===== config.mk =====
export PLATFORM = sky130hd
export DESIGN_NAME = load_unit_flat
export DESIGN_NICKNAME = d
export VERILOG_FILES = /design/src/rtl/ldst_pkg.sv /design/src/rtl/load_unit_if.sv /design/src/rtl/load_unit_align.sv /design/src/rtl/load_unit.sv /design/src/flat_wrapper.sv
export SDC_FILE = /design/constraint.sdc
export NUM_CORES = 1
export LEC_CHECK = 0
export BUFFER_PORTS_ARGS = -buffer_cell sky130_fd_sc_hd__buf_2
export CAP_MARGIN = 20
export CORE_MARGIN = 1.5
export CORE_UTILIZATION = 50
export DETAILED_ROUTE_END_ITERATION = 6
export HOLD_SLACK_MARGIN = 0.1
export PLACE_DENSITY = 0.81
export SETUP_SLACK_MARGIN = 0.5
export SLEW_MARGIN = 20
export SYNTH_ARGS = -nofsm -noshare
export SYNTH_HDL_FRONTEND = slang
export SYNTH_SLANG_ARGS = --single-unit

===== constraint.sdc =====
create_clock -name clk -period 2.85 [get_ports clk]
set_input_delay 0.285 -clock clk [delete_from_list [all_inputs] [get_ports clk]]
set_output_delay 0.285 -clock clk [all_outputs]
set_load 0.02 [all_outputs]

===== src/rtl/ldst_pkg.sv =====
// Shared load/store definitions: size encodings, tracking-entry layout, error rule.
package ldst_pkg;

    localparam int DATA_W    = 32;
    localparam int TAG_MAX_W = 8;

    localparam logic [1:0] SZ_BYTE = 2'b00;
    localparam logic [1:0] SZ_HALF = 2'b01;
    localparam logic [1:0] SZ_WORD = 2'b10;

    // Tag field is sized for the widest supported tag; narrower tags are zero-extended.
    typedef struct packed {
        logic [TAG_MAX_W-1:0] tag;
        logic [1:0]           size;
        logic                 uns;
        logic [1:0]           off;
        logic                 err;
    } ld_entry_t;

    function automatic logic ld_bad_access(input logic [1:0] size, input logic [1:0] off);
        return (size == 2'b11) || (size == SZ_HALF && off[0]) ||
               (size == SZ_WORD && off != 2'b00);
    endfunction

endpackage


===== src/rtl/load_unit_if.sv =====
// Issue, memory-bus and writeback signals of the load unit; slave = load unit side.
interface load_unit_if #(
    parameter int ADDR_W = 32,
    parameter int TAG_W  = 4
);
    logic              iss_valid;
    logic              iss_ready;
    logic [ADDR_W-1:0] iss_addr;
    logic [1:0]        iss_size;
    logic              iss_unsigned;
    logic [TAG_W-1:0]  iss_tag;
    logic              mem_req_valid;
    logic              mem_req_ready;
    logic [ADDR_W-1:0] mem_req_addr;
    logic              mem_resp_valid;
    logic [31:0]       mem_resp_data;
    logic              wb_valid;
    logic [31:0]       wb_data;
    logic [TAG_W-1:0]  wb_tag;
    logic              wb_err;

    modport slave (
        input  iss_valid, iss_addr, iss_size, iss_unsigned, iss_tag,
        output iss_ready,
        output mem_req_valid, mem_req_addr,
        input  mem_req_ready, mem_resp_valid, mem_resp_data,
        output wb_valid, wb_data, wb_tag, wb_err
    );

    modport master (
        output iss_valid, iss_addr, iss_size, iss_unsigned, iss_tag,
        input  iss_ready,
        input  mem_req_valid, mem_req_addr,
        output mem_req_ready, mem_resp_valid, mem_resp_data,
        input  wb_valid, wb_data, wb_tag, wb_err
    );
endinterface


===== src/rtl/load_unit_align.sv =====
// Combinational lane extractor: picks byte/half/word from a bus word and sign/zero-extends it.
module load_align
    import ldst_pkg::*;
(
    input  logic [DATA_W-1:0] word_i,
    input  logic [1:0]        off_i,
    input  logic [1:0]        size_i,
    input  logic              uns_i,
    output logic [DATA_W-1:0] data_o
);
    logic [7:0]  byte_v;
    logic [15:0] half_v;

    always_comb begin
        byte_v = word_i[8*off_i +: 8];
        half_v = off_i[1] ? word_i[31:16] : word_i[15:0];
        case (size_i)
            SZ_BYTE: data_o = {{24{~uns_i & byte_v[7]}}, byte_v};
            SZ_HALF: data_o = {{16{~uns_i & half_v[15]}}, half_v};
            default: data_o = word_i;
        endcase
    end
endmodule


===== src/rtl/load_unit.sv =====
// In-order load unit: word-aligned bus requests, up to DEPTH outstanding, writeback 1 cycle after response.
// Issue stalls when flushing or when queued+dropped loads reach DEPTH; responses are never backpressured.
module load_unit
    import ldst_pkg::*;
#(
    parameter int ADDR_W = 32,
    parameter int TAG_W  = 4,
    parameter int DEPTH  = 4,
    parameter int CNT_W  = $clog2(DEPTH + 1)
) (
    input  logic             clk,
    input  logic             rst_n,
    load_unit_if.slave       lu,
    input  logic             flush,
    output logic             busy,
    output logic [CNT_W-1:0] inflight
);
    localparam int PTR_W = $clog2(DEPTH);

    ld_entry_t         fifo_q [DEPTH];
    logic [PTR_W-1:0]  wr_ptr_q, wr_ptr_d, rd_ptr_q, rd_ptr_d;
    logic [CNT_W-1:0]  occ_q, occ_d, drop_q, drop_d;
    logic              wb_valid_q, wb_valid_d, wb_err_q, wb_err_d;
    logic [31:0]       wb_data_q, wb_data_d;
    logic [TAG_W-1:0]  wb_tag_q, wb_tag_d;
    logic              can_issue, fire, resp, drop_resp, pop;
    ld_entry_t         head, new_entry;
    logic [31:0]       aligned;

    assign inflight  = occ_q + drop_q;
    assign busy      = (inflight != '0);
    assign can_issue = ~flush & (inflight < CNT_W'(DEPTH));

    assign lu.mem_req_valid = lu.iss_valid & can_issue;
    assign lu.iss_ready     = lu.mem_req_ready & can_issue;
    assign lu.mem_req_addr  = {lu.iss_addr[ADDR_W-1:2], 2'b00};

    assign fire      = lu.iss_valid & lu.iss_ready;
    assign resp      = lu.mem_resp_valid;
    // Responses owed to flushed loads are consumed before any live entry.
    assign drop_resp = resp & (drop_q != '0);
    assign pop       = resp & (drop_q == '0) & (occ_q != '0);
    assign head      = fifo_q[rd_ptr_q];

    assign new_entry = '{tag:  TAG_MAX_W'(lu.iss_tag),
                         size: lu.iss_size,
                         uns:  lu.iss_unsigned,
                         off:  lu.iss_addr[1:0],
                         err:  ld_bad_access(lu.iss_size, lu.iss_addr[1:0])};

    load_align u_align (
        .word_i (lu.mem_resp_data),
        .off_i  (head.off),
        .size_i (head.size),
        .uns_i  (head.uns),
        .data_o (aligned)
    );

    always_comb begin
        wr_ptr_d   = wr_ptr_q;
        rd_ptr_d   = rd_ptr_q;
        occ_d      = occ_q;
        drop_d     = drop_q;
        wb_valid_d = pop & ~flush;
        wb_data_d  = wb_data_q;
        wb_tag_d   = wb_tag_q;
        wb_err_d   = wb_err_q;
        if (flush) begin
            occ_d    = '0;
            rd_ptr_d = wr_ptr_q;
            drop_d   = drop_q + occ_q - CNT_W'(resp);
        end else begin
            if (fire) wr_ptr_d = wr_ptr_q + PTR_W'(1);
            if (pop)  rd_ptr_d = rd_ptr_q + PTR_W'(1);
            occ_d  = occ_q + CNT_W'(fire) - CNT_W'(pop);
            drop_d = drop_q - CNT_W'(drop_resp);
        end
        if (wb_valid_d) begin
            wb_data_d = head.err ? 32'h0 : aligned;
            wb_tag_d  = head.tag[TAG_W-1:0];
            wb_err_d  = head.err;
        end
    end

    always_ff @(posedge clk or negedge rst_n) begin
        if (!rst_n) begin
            wr_ptr_q   <= '0;
            rd_ptr_q   <= '0;
            occ_q      <= '0;
            drop_q     <= '0;
            wb_valid_q <= 1'b0;
            wb_data_q  <= '0;
            wb_tag_q   <= '0;
            wb_err_q   <= 1'b0;
        end else begin
            wr_ptr_q   <= wr_ptr_d;
            rd_ptr_q   <= rd_ptr_d;
            occ_q      <= occ_d;
            drop_q     <= drop_d;
            wb_valid_q <= wb_valid_d;
            wb_data_q  <= wb_data_d;
            wb_tag_q   <= wb_tag_d;
            wb_err_q   <= wb_err_d;
        end
    end

    always_ff @(posedge clk) begin
        if (fire) fifo_q[wr_ptr_q] <= new_entry;
    end

    assign lu.wb_valid = wb_valid_q;
    assign lu.wb_data  = wb_data_q;
    assign lu.wb_tag   = wb_tag_q;
    assign lu.wb_err   = wb_err_q;

    a_resp_owed: assert property (@(posedge clk) disable iff (!rst_n)
        lu.mem_resp_valid |-> (occ_q != '0 || drop_q != '0));
endmodule


===== src/flat_wrapper.sv =====
// flat-port wrapper written by rule: the top's interface ports become plain ports
module load_unit_flat import ldst_pkg::*;
#(
    parameter int ADDR_W = 32,
    parameter int TAG_W  = 4,
    parameter int DEPTH  = 4,
    parameter int CNT_W  = $clog2(DEPTH + 1)
)
  (clk, rst_n, flush, busy, inflight, lu_iss_valid, lu_iss_addr, lu_iss_size, lu_iss_unsigned, lu_iss_tag, lu_iss_ready, lu_mem_req_valid, lu_mem_req_addr, lu_mem_req_ready, lu_mem_resp_valid, lu_mem_resp_data, lu_wb_valid, lu_wb_data, lu_wb_tag, lu_wb_err);
  load_unit_if #(.ADDR_W(ADDR_W), .TAG_W(TAG_W)) lu_i ();
  input  logic clk;
  input  logic rst_n;
  input  logic flush;
  output logic busy;
  output logic [CNT_W-1:0] inflight;
  input wire logic [$bits(lu_i.iss_valid)-1:0] lu_iss_valid;
  input wire logic [$bits(lu_i.iss_addr)-1:0] lu_iss_addr;
  input wire logic [$bits(lu_i.iss_size)-1:0] lu_iss_size;
  input wire logic [$bits(lu_i.iss_unsigned)-1:0] lu_iss_unsigned;
  input wire logic [$bits(lu_i.iss_tag)-1:0] lu_iss_tag;
  output wire logic [$bits(lu_i.iss_ready)-1:0] lu_iss_ready;
  output wire logic [$bits(lu_i.mem_req_valid)-1:0] lu_mem_req_valid;
  output wire logic [$bits(lu_i.mem_req_addr)-1:0] lu_mem_req_addr;
  input wire logic [$bits(lu_i.mem_req_ready)-1:0] lu_mem_req_ready;
  input wire logic [$bits(lu_i.mem_resp_valid)-1:0] lu_mem_resp_valid;
  input wire logic [$bits(lu_i.mem_resp_data)-1:0] lu_mem_resp_data;
  output wire logic [$bits(lu_i.wb_valid)-1:0] lu_wb_valid;
  output wire logic [$bits(lu_i.wb_data)-1:0] lu_wb_data;
  output wire logic [$bits(lu_i.wb_tag)-1:0] lu_wb_tag;
  output wire logic [$bits(lu_i.wb_err)-1:0] lu_wb_err;
  assign lu_i.iss_valid = lu_iss_valid;
  assign lu_i.iss_addr = lu_iss_addr;
  assign lu_i.iss_size = lu_iss_size;
  assign lu_i.iss_unsigned = lu_iss_unsigned;
  assign lu_i.iss_tag = lu_iss_tag;
  assign lu_iss_ready = lu_i.iss_ready;
  assign lu_mem_req_valid = lu_i.mem_req_valid;
  assign lu_mem_req_addr = lu_i.mem_req_addr;
  assign lu_i.mem_req_ready = lu_mem_req_ready;
  assign lu_i.mem_resp_valid = lu_mem_resp_valid;
  assign lu_i.mem_resp_data = lu_mem_resp_data;
  assign lu_wb_valid = lu_i.wb_valid;
  assign lu_wb_data = lu_i.wb_data;
  assign lu_wb_tag = lu_i.wb_tag;
  assign lu_wb_err = lu_i.wb_err;
  load_unit #(.ADDR_W(ADDR_W), .TAG_W(TAG_W), .DEPTH(DEPTH), .CNT_W(CNT_W)) u_core (.clk(clk), .rst_n(rst_n), .lu(lu_i), .flush(flush), .busy(busy), .inflight(inflight));
endmodule

== Word level (Yosys, flattened, before mapping) ==
Memories as Yosys holds them, arrays and structs flattened.
Index checks and enable logic that the tools add are counted.

* Reductions and logical operators: 12
* Div/mod/pow operators: 0
* Equal/unequal tests: 4
* Shift-type cells: 1
* Mux-type cells: 9
* Bitwise gates (word level): 12
* Magnitude comparators: 1
* Add/sub/neg operators: 7
* Multiply operators: 0

{| class="wikitable"
|+ Operators by type and width
! operator !! count
|-
| 32-bit case mux with 2 select lines || 1
|-
| 32-bit two-way mux || 1
|-
| 32-bit by 6-bit indexed part select with 8-bit output || 1
|-
| 16-bit two-way mux || 1
|-
| 1-bit AND || 10
|-
| 3-bit nonzero test || 3
|-
| 3-bit by 1-bit subtractor with 3-bit output || 3
|-
| 3-bit two-way mux || 2
|-
| 2-bit by 1-bit adder with 2-bit output, second input constant || 2
|-
| 2-bit by 1-bit == test with 1-bit output, second input constant || 2
|-
| 2-bit == test, second input constant || 2
|-
| 2-bit two-way mux || 2
|-
| 2-bit nonzero test || 2
|-
| 3-bit by 1-bit adder with 3-bit output || 1
|-
| 3-bit adder || 1
|-
| 3-bit logical NOT || 1
|-
| 3-bit < comparator, second input constant || 1
|-
| 1-bit logical AND || 2
|-
| 2-bit logical NOT || 1
|-
| 1-bit logical OR || 2
|-
| 1-bit two-way mux || 2
|-
| 1-bit inverter || 2
|-
| 2-bit AND reduction || 1
|}

* Latch bits: 0
* Bits in read-only memories: 0
* Bits in writable memories: 40
* Output and inout port bits: 76
* Register bits: 48
* Logic and storage cells: 55
* Memories: 1

{| class="wikitable"
|+ Memory list
! memory !! words !! bits a word !! read ports !! clocked after Yosys merged registers in !! wr ports !! line !! source
|-
| u_core.fifo_q || 4 || 10 || 1 || 0 || 1 || load_unit.sv:20 || <nowiki>ld_entry_t fifo_q [DEPTH];</nowiki>
|}

== Depth between registers and ports, before layout ==
Gate-level depths: netlist of the first run.

* Depth in word-level cells: 8
* Mapped depth: 11

== By module ==
From an unflattened synthesis of the first run, not the netlist that was laid out.

* Cell total of the unflattened synthesis: 408
* Area total of the unflattened synthesis: 4750.8 um2

{| class="wikitable"
|+ By module, submodules not included
! module !! area each (um2) !! instances !! cells each
|-
| load_unit || 4056.4 || 1 || 286
|-
| load_align || 694.4 || 1 || 122
|}

== Worst setup path before layout of the first run ==
OpenSTA, ideal clock, no wires.

* Kind: register -> register
* Start: reg u_core.drop_q[0]
* End: reg u_core.occ_q[2]
* Arrival: 2.271 ns
* Clock period less this slack: 2.403 ns
* Slack: 0.447 ns
* Required time: 2.718 ns
* Stages on the path, launching flop included: 12
* Setup time: 0.132 ns
* Cells stage by stage: dfrtp_1 > ha_1 > inv_1 > fa_1 > xnor2_1 > nand2_1 > nor2_1 > ha_1 > inv_1 > fa_1 > xnor2_1 > nor2_1

* Cells in the longest elaborated chain, start to end: 8

{| class="wikitable"
|+ RTL lines
! what !! line !! source
|-
| start, declared || load_unit.sv:22 || <nowiki>logic [CNT_W-1:0] occ_q, occ_d, drop_q, drop_d;</nowiki>
|-
| start signal, assigned || load_unit.sv:99 || <nowiki>drop_q <= drop_d;</nowiki>
|-
| 3-bit adder || load_unit.sv:30 || <nowiki>assign inflight = occ_q + drop_q;</nowiki>
|-
| 3-bit < comparator || load_unit.sv:32 || <nowiki>assign can_issue = ~flush & (inflight < CNT_W'(DEPTH));</nowiki>
|-
| 1-bit AND || load_unit.sv:32 ||
|-
| 1-bit AND || load_unit.sv:35 || <nowiki>assign lu.iss_ready = lu.mem_req_ready & can_issue;</nowiki>
|-
| 1-bit AND || load_unit.sv:38 || <nowiki>assign fire = lu.iss_valid & lu.iss_ready;</nowiki>
|-
| 3-bit by 1-bit adder with 3-bit output || load_unit.sv:75 || <nowiki>occ_d = occ_q + CNT_W'(fire) - CNT_W'(pop);</nowiki>
|-
| 3-bit by 1-bit subtractor with 3-bit output * || load_unit.sv:75 ||
|-
| 3-bit two-way mux * || load_unit.sv:68 || <nowiki>if (flush) begin</nowiki>
|-
| net u_core.occ_d[2] || load_unit.sv:22 ||
|-
| end signal, assigned || load_unit.sv:89 || <nowiki>occ_q <= '0;</nowiki>
|-
| end signal, assigned || load_unit.sv:98 || <nowiki>occ_q <= occ_d;</nowiki>
|-
| end, declared || load_unit.sv:22 ||
|}

Mark *: on every way through the listed nets, which the timed path passes. The rest lies on a longest branch.
A chain may end at the register's enable or synchronous reset.

== Final worst setup path of the first run ==
* Start: reg u_core.drop_q[0]
* End: reg u_core.occ_q[1]

Same word-level chain as after synthesis.

==> out/qor.yml, run 1 <==
dpl-instance-area_um2: 4743
drive_gt1_share_pct: 36.77
ys_seq_elements: 88
crit_type: "flip-flop to flip-flop"
ys_types: 37
crit_fanout: 4
max_slew_margin_pct: 66.04
grt_antenna_before_repair: 0
port_buffers: 90
min_path_cells: 1
design_power_total_mw: 3.862
worst_setup_path_start_kind: "flip-flop"
die_y_um: 97.03
clk_pin_slew_ns: 0.09
routed_wirelength_mm: 9.720
cap_violations: 0
antennaDiodeCount: 0
areaGrowthSynthToFinish_pct: 13.95
synthArstFlopShare_pct: 54.55
reg2regPathDepth: 10
row_count: 34
end_kind: "flip-flop"
synth.area.top_cells: "dfrtp_1 27%, edfxtp_1 27%, buf_4 5.6%"
vias_per_cell: 5.778
gp_congestion: 0.8391
min_from: "lu_iss_tag[3]"
core_um2: 8636
io_pins: 153
cts_sinks: 88
worstPathRequired_ns: 3.08
fp.dieArea_um2: 9414
final_area_um2: 5037
p_per_area_nw_per_um2: 766.7
grt_pass1_vias: 3116
finClkSkew_ns: 0.009075
irDropWorstVdd_mv: 0.3793
synthFlopType: "dfrtp_1"
synthTopCellsByCount: "48 x dfrtp_1, 40 x edfxtp_1, 33 x buf_4, 23 x nand2_1, 18 x o21ai_0"
fin_tns_setup_ns: 0
dpl.hpwl_mm: 6.921
hold_end: "u_core.fifo_q[2][9]$_DFFE_PP_"
ys_seq_area_share_pct: 54.34
grt_pass1_wl_mm: 15.54
grt_max_degree: 48
syn-cell-area_um2: 4420
cts_max_path_buffers: 2
ff2ff_setup_slack_ns: 0.51
route.detailed.wl_per_inst_um: 18.17
die_w_um: 97.03
syn_inst: 354
synth_top_cell_by_area: "dfrtp_1"
num_vias: 3091
numCtsBuffers: 9
slew_viol_final: 0
status: "finished, final reports clean"
root_buffer: "clkbuf_8"
clkLatencyLatePin_ns: 0.35
h-tree-depth: 3
synth_edf_count: 40
nets: 512
r2r_start: "u_core.drop_q[0]$_DFF_PN0_"
rsz0062_at_grt: "true"
drc: 0
floorplan.initialDensity_pct: 51.19
min_path_type: "input pin to flip-flop"
rr_endpoint: "u_core.occ_q[1]$_DFF_PN0_"
timing.fmax_ghz: 0.4267
first_iter_violations: 146
grt.total_usage_pct: 20.79
yosysTopAreaCellShare_pct: 27.17
firstDrtPassIters: 5
yosysMostFrequentCell: "dfrtp_1"
power_leakage_nw: 2.272
period_share_pct: 82.23
grt_overflow: 0
ys_warn_count: 0
hold_viol: 0
cts_tree: "yes"
period_needed_ns: 2.343
synth.avg_cell_area_um2: 12.49
crit_arrival_ns: 2.57
whs_ns: 0.1485
tightest_slew_ns: 0.5094
setup_viol: 0
antenna_left: 0
## critical path, stage by stage, from the launching register on
cell and delay (ns):
dfrtp_1 0.38, ha_1 0.15, inv_1 0.05, fa_2 0.37
xnor2_2 0.23, nand2_2 0.11, nor2_4 0.14, ha_1 0.15
inv_1 0.06, fa_2 0.54, nor2_1 0.05
## area by class of cell
cell class	count	area, µm²
clock inverter	6	67.56
multi-input combinational	201	1658
timing repair buffer	109	595.6
fill	720	3598
tap	108	135.1
clock buffer	10	127.6
sequential	88	2405
inverter	13	48.80
## registers in the layout, summed over array words and instances (netlist names)
register	count
u_core.occ_q	3
u_core.rd_ptr_q	2
u_core.wr_ptr_q	2
u_core.fifo_q	40
u_core.lu.wb_valid	1
u_core.drop_q	3
u_core.lu.wb_err	1
u_core.lu.wb_data	32
u_core.lu.wb_tag	4
## through the flow
| step | utilization (%) | setup slack, ns | instances |
|---|---|---|---|
| finish | 58.33 | 0.5065 | 535 |
| global route | 58.33 | 0.4107 | 535 |
| CTS | 57.64 | 0.4176 | 529 |
| detailed placement | 54.93 | 0.2850 | 511 |
| global placement | 54.93 | 0.4259 | 511 |
| floorplan | - | 0.5368 | 355 |
## metal layers
layer / track usage, % / part of all wire (%) / vias up
met5: 0 / 0 / -
met4: 8.027 / 2.5 / 0
met3: 5.564 / 7.2 / 19
met2: 35.40 / 51 / 146
met1: 25.22 / 40 / 1522
li1: - / - / 1404
## power breakdown
part | leakage, nW | internal, mW | switching [mW]
clock | 0.0933 | 0.410 | 0.452
combinational | 1.17 | 0.621 | 0.772
sequential | 1.01 | 1.48 | 0.124
## cells by family after synthesis
| kind of cell | synth area share, % |
|---|---|
| AOI/OAI and AO/OA | 11.94 |
| xor gates and xnor gates | 1.783 |
| adders and majority gates | 4.019 |
| buffers and inverters | 9.170 |
| DFF | 54.34 |
| muxes | 10.08 |
| other | 0.08483 |
| and+or+nand+nor | 8.576 |
## repair_timing
| action | 4_1_cts | 5_1_grt |
|---|---|---|
| endpoints found under the setup margin | 74 | 27 |
| hold buffers | 1 | 0 |
| pin swaps | 2 | 5 |
| hold endpoints to repair | 12 | 0 |
| gates resized for setup | 8 | 6 |
| buffers inserted | 1 | 6 |
## worst max path at each step
stage               depth (start not counted)                  startpoint                   endpoint  slack (ns)
floorplan                                  11  u_core.drop_q[0]$_DFF_PN0_  u_core.occ_q[2]$_DFF_PN0_        0.54
global placement                           11  u_core.drop_q[0]$_DFF_PN0_  u_core.occ_q[2]$_DFF_PN0_        0.43
detailed placement                         11  u_core.drop_q[0]$_DFF_PN0_  u_core.occ_q[2]$_DFF_PN0_        0.28
CTS                                        11  u_core.drop_q[0]$_DFF_PN0_  u_core.occ_q[2]$_DFF_PN0_        0.42
global route                               10  u_core.drop_q[0]$_DFF_PN0_  u_core.occ_q[1]$_DFF_PN0_        0.41
finish                                     10  u_core.drop_q[0]$_DFF_PN0_  u_core.occ_q[1]$_DFF_PN0_        0.51
## placed cells by master (no fill, tap or decap), types with 3 or more instances in the layout
| master | n |
|---|---|
| inv_1 | 13 |
| o21ai_0 | 18 |
| a32oi_1 | 8 |
| nor3_1 | 4 |
| and2_2 | 4 |
| nor2_1 | 8 |
| mux4_2 | 10 |
| buf_4 | 18 |
| mux2_2 | 8 |
| buf_2 | 90 |
| ha_1 | 11 |
| mux2i_1 | 13 |
| a32o_1 | 8 |
| edfxtp_1 | 40 |
| o21a_1 | 8 |
| dfrtp_1 | 46 |
| a221o_1 | 16 |
| xnor2_1 | 5 |
| clkbuf_8 | 9 |
| nand2_1 | 22 |
| xor2_1 | 3 |
| a21oi_1 | 10 |
| nand3_1 | 8 |
| nand2b_1 | 17 |
No activity file was read; power rests on OpenSTA's default activity.
==> run 2, diff against run 1 <==
CORE_UTILIZATION = 45   (was 50)
PLACE_DENSITY = 0.77   (was 0.81)
clock period = 2.1 ns   (was 2.85 ns; I/O delays follow)
==> run 2 against run 1 <==
Effect of this change: global-route usage is essentially flat; critical endpoint unchanged; final cell count grew 11%; register-to-register slack lost 0.64 ns; hold slack lost 0.029 ns; the run now ends with setup timing left; routed wire length grew 9.7%; sequential cell count is the same; combinational power grew 76%.
==> out/qor.yml, run 2 (synthesis gave the netlist of run 1 again) <==
status: "finished with violations"  # was finished, final reports clean
violations: "setup timing"
tightest_slew_ns: 0.6269  # was 0.5094 ns
p_per_area_nw_per_um2: 1011  # was 766.7 nW/µm²
cts_tree: "yes"  # unchanged
dpl.hpwl_mm: 7.213  # was 6.921 mm
antenna_left: 0  # unchanged
drc: 0  # unchanged
period_needed_ns: 2.232  # was 2.343 ns
worstPathCellList: "ha_2 -> inv_2 -> fa_2 -> xnor2_2 -> nand2_2 -> nor2_4 -> ha_4 -> inv_2 -> fa_2 -> nor2_1"  # was ha_1 -> inv_1 -> fa_2 -> xnor2_2 -> nand2_2 -> nor2_4 -> ha_1 -> inv_1 -> fa_2 -> nor2_1
hold_viol: 0  # unchanged
floorplan.initialDensity_pct: 47.17  # was 51.19%
nets: 552  # was 512
critical-path-max-stage-delay_ns: 0.51  # was 0.54 ns
r2r_start: "u_core.occ_q[0]$_DFF_PN0_"  # was u_core.drop_q[0]$_DFF_PN0_
worstPathRequired_ns: 2.35  # was 3.08 ns
reg2regPathDepth: 10  # unchanged
end_kind: "flip-flop"  # unchanged
crit_buf_inv: 2  # unchanged
crit_arrival_ns: 2.48  # was 2.57 ns
grt.total_usage_pct: 20.79  # about the same
irDropWorstVdd_mv: 0.6400  # was 0.3793 mV
setup.worst_path.end: "u_core.occ_q[1]$_DFF_PN0_"  # unchanged
route.detailed.wl_per_inst_um: 17.89  # was 18.17 µm
min_path_type: "input pin to flip-flop"  # unchanged
grt_pass1_vias: 3354  # was 3116
routed_wirelength_mm: 10.66  # was 9.720 mm
largest_reg_flops: 40  # unchanged
clk_pin_slew_ns: 0.09  # about the same
p_seq_share_pct: 38.1  # was 41.6%
areaGrowthSynthToFinish_pct: 27.40  # was 13.95%
rr_endpoint: "u_core.occ_q[1]$_DFF_PN0_"  # unchanged
num_vias: 3300  # was 3091
cp_top_family: "adder cells"  # unchanged
p_int_mw: 3.648  # was 2.515 mW
numCtsBuffers: 9  # unchanged
vias_per_cell: 5.537  # was 5.778
core_um2: 9371  # was 8636 µm²
p_sw_mw: 2.046  # was 1.347 mW
design_power_total_mw: 5.694  # was 3.862 mW
final_cell_mix: "85 x buf_2, 47 x dfrtp_1, 40 x edfxtp_1"  # was 90 x buf_2, 46 x dfrtp_1, 40 x edfxtp_1
max_slew_margin_pct: 58.21  # was 66.04%
cts_max_path_buffers: 2  # unchanged
grt_overflow: 0  # unchanged
grt_max_degree: 33  # was 48
die_y_um: 102.1  # was 97.03 µm
row_count: 35  # was 34
finClkSkew_ns: 0.01559  # was 0.009075 ns
top_register: "u_core.fifo_q"  # unchanged
setup_viol: 40  # was 0
root_buffer: "clkbuf_8"  # unchanged
io_pins: 153  # unchanged
grt_pass1_wl_mm: 16.37  # was 15.54 mm
setup_slack_ns: -0.1315  # was 0.5065 ns
swShare_pct: 35.93  # was 34.89%
port_buffers: 90  # unchanged
pwr-share-clk_pct: 18.9  # was 22.3%
crit_fanout: 3  # was 4
ff2ff_setup_slack_ns: -0.13  # was 0.51 ns
period_share_pct: 106.3  # was 82.23%
fp.dieArea_um2: 10430  # was 9414 µm²
crit_type: "flip-flop to flip-flop"  # unchanged
slew_viol_final: 0  # unchanged
antennaDiodeCount: 0  # unchanged
first_iter_violations: 129  # was 146
worst_setup_path_start_kind: "flip-flop"  # unchanged
h-tree-depth: 3  # unchanged
cp.depth: 10  # unchanged
gp_congestion: 0.7884  # was 0.8391
rsz0062_at_grt: "true"  # unchanged
timing.fmax_ghz: 0.4481  # was 0.4267 GHz
grt_antenna_before_repair: 0  # unchanged
pre_cts_slack_ns: -0.08739  # was 0.2850 ns
clkLatencyLatePin_ns: 0.36  # was 0.35 ns
cap_violations: 0  # unchanged
p_comb_share_pct: 43.0  # was 36.1%
crit_start: "u_core.occ_q[0]$_DFF_PN0_"  # was u_core.drop_q[0]$_DFF_PN0_
drive_gt1_share_pct: 43.04  # was 36.77%
firstDrtPassIters: 4  # was 5
slowest_stage: "fa_2"  # unchanged
power_leakage_nw: 2.526  # was 2.272 nW
cts_sinks: 88  # unchanged
final_common_cell: "buf_2"  # unchanged
die_w_um: 102.1  # was 97.03 µm
==> run 2: cell types whose count changed in the layout (fill, tap and decap cells not counted), moves of 8 or more <==
cell,before,now
and2_4,0,8
buf_6,0,9
dlygate4sd3_1,1,16
buf_4,18,29
==> run 2: area by class of cell <==
class                           count  area, µm²
Multi-Input combinational cell    205       1819
Clock inverter                      6      48.80
Timing Repair Buffer              145       1020
Clock buffer                       10      127.6
Fill cell                         748       3740
Tap cell                          129      161.4
Sequential cell                    88       2404
Inverter                           13      51.30
==> run 2: per-layer routing <==
layer / vias to the layer above / global-route usage, % / part of all wire, %
li1: 1490 / - / -
met1: 1650 / 23.87 / 40
met2: 133 / 35.97 / 51
met3: 27 / 5.472 / 6.7
met4: 0 / 10.33 / 2.5
met5: - / 0 / 0
==> run 2: power by group through the flow <==
stage / Combinational [mW] / Clock [mW] / Sequential, mW
2_1_floorplan: 1.40 / 0 / 2.29
3_3_place_gp: 1.98 / 0 / 2.18
3_5_place_dp: 2.03 / 0 / 2.20
4_1_cts: 2.23 / 1.11 / 2.16
5_1_grt: 2.64 / 1.17 / 2.20
6_report: 2.45 / 1.08 / 2.17
==> run 2: through the flow <==
step / utilization [%] / hold WS (ns) / area, µm² / TNS, ns / instances
after floorplan: - / -0.08559 / 4521 / -0.2959 / 355
after global placement: 53.14 / 0.2596 / 4980 / -0.01555 / 547
after detailed placement: 53.14 / 0.2732 / 4980 / -0.5900 / 547
after CTS: 58.38 / 0.1041 / 5472 / -1.148 / 590
after global routing: 60.09 / 0.1032 / 5632 / -6.631 / 596
final: 60.09 / 0.1194 / 5632 / -3.200 / 596
==> run 2: how the worst min path moves through the flow <==
stage / startpoint / end / slack (ns) / cells after the start
global placement: rst_n / u_core.lu.wb_tag[1]$_DFFE_PN0P_ / 0.26 / 1
floorplan: rst_n / u_core.drop_q[0]$_DFF_PN0_ / -0.09 / 0
detailed placement: rst_n / u_core.lu.wb_tag[3]$_DFFE_PN0P_ / 0.27 / 1
CTS: lu_mem_resp_data[27] / u_core.lu.wb_data[27]$_DFFE_PN0P_ / 0.10 / 2
finish: lu_mem_resp_data[28] / u_core.lu.wb_data[28]$_DFFE_PN0P_ / 0.12 / 2
global route: lu_mem_resp_data[28] / u_core.lu.wb_data[28]$_DFFE_PN0P_ / 0.10 / 2
==> run 2: repair_timing <==
action / 4_1_cts / 5_1_grt
hold buffers: 16 / 0
cloned: 4 / 0
hold endpoints to repair: 59 / 0
setup endpoints to repair: 89 / 90
gates resized for setup: 29 / 29
pin swaps: 6 / 5
setup buffers: 7 / 6
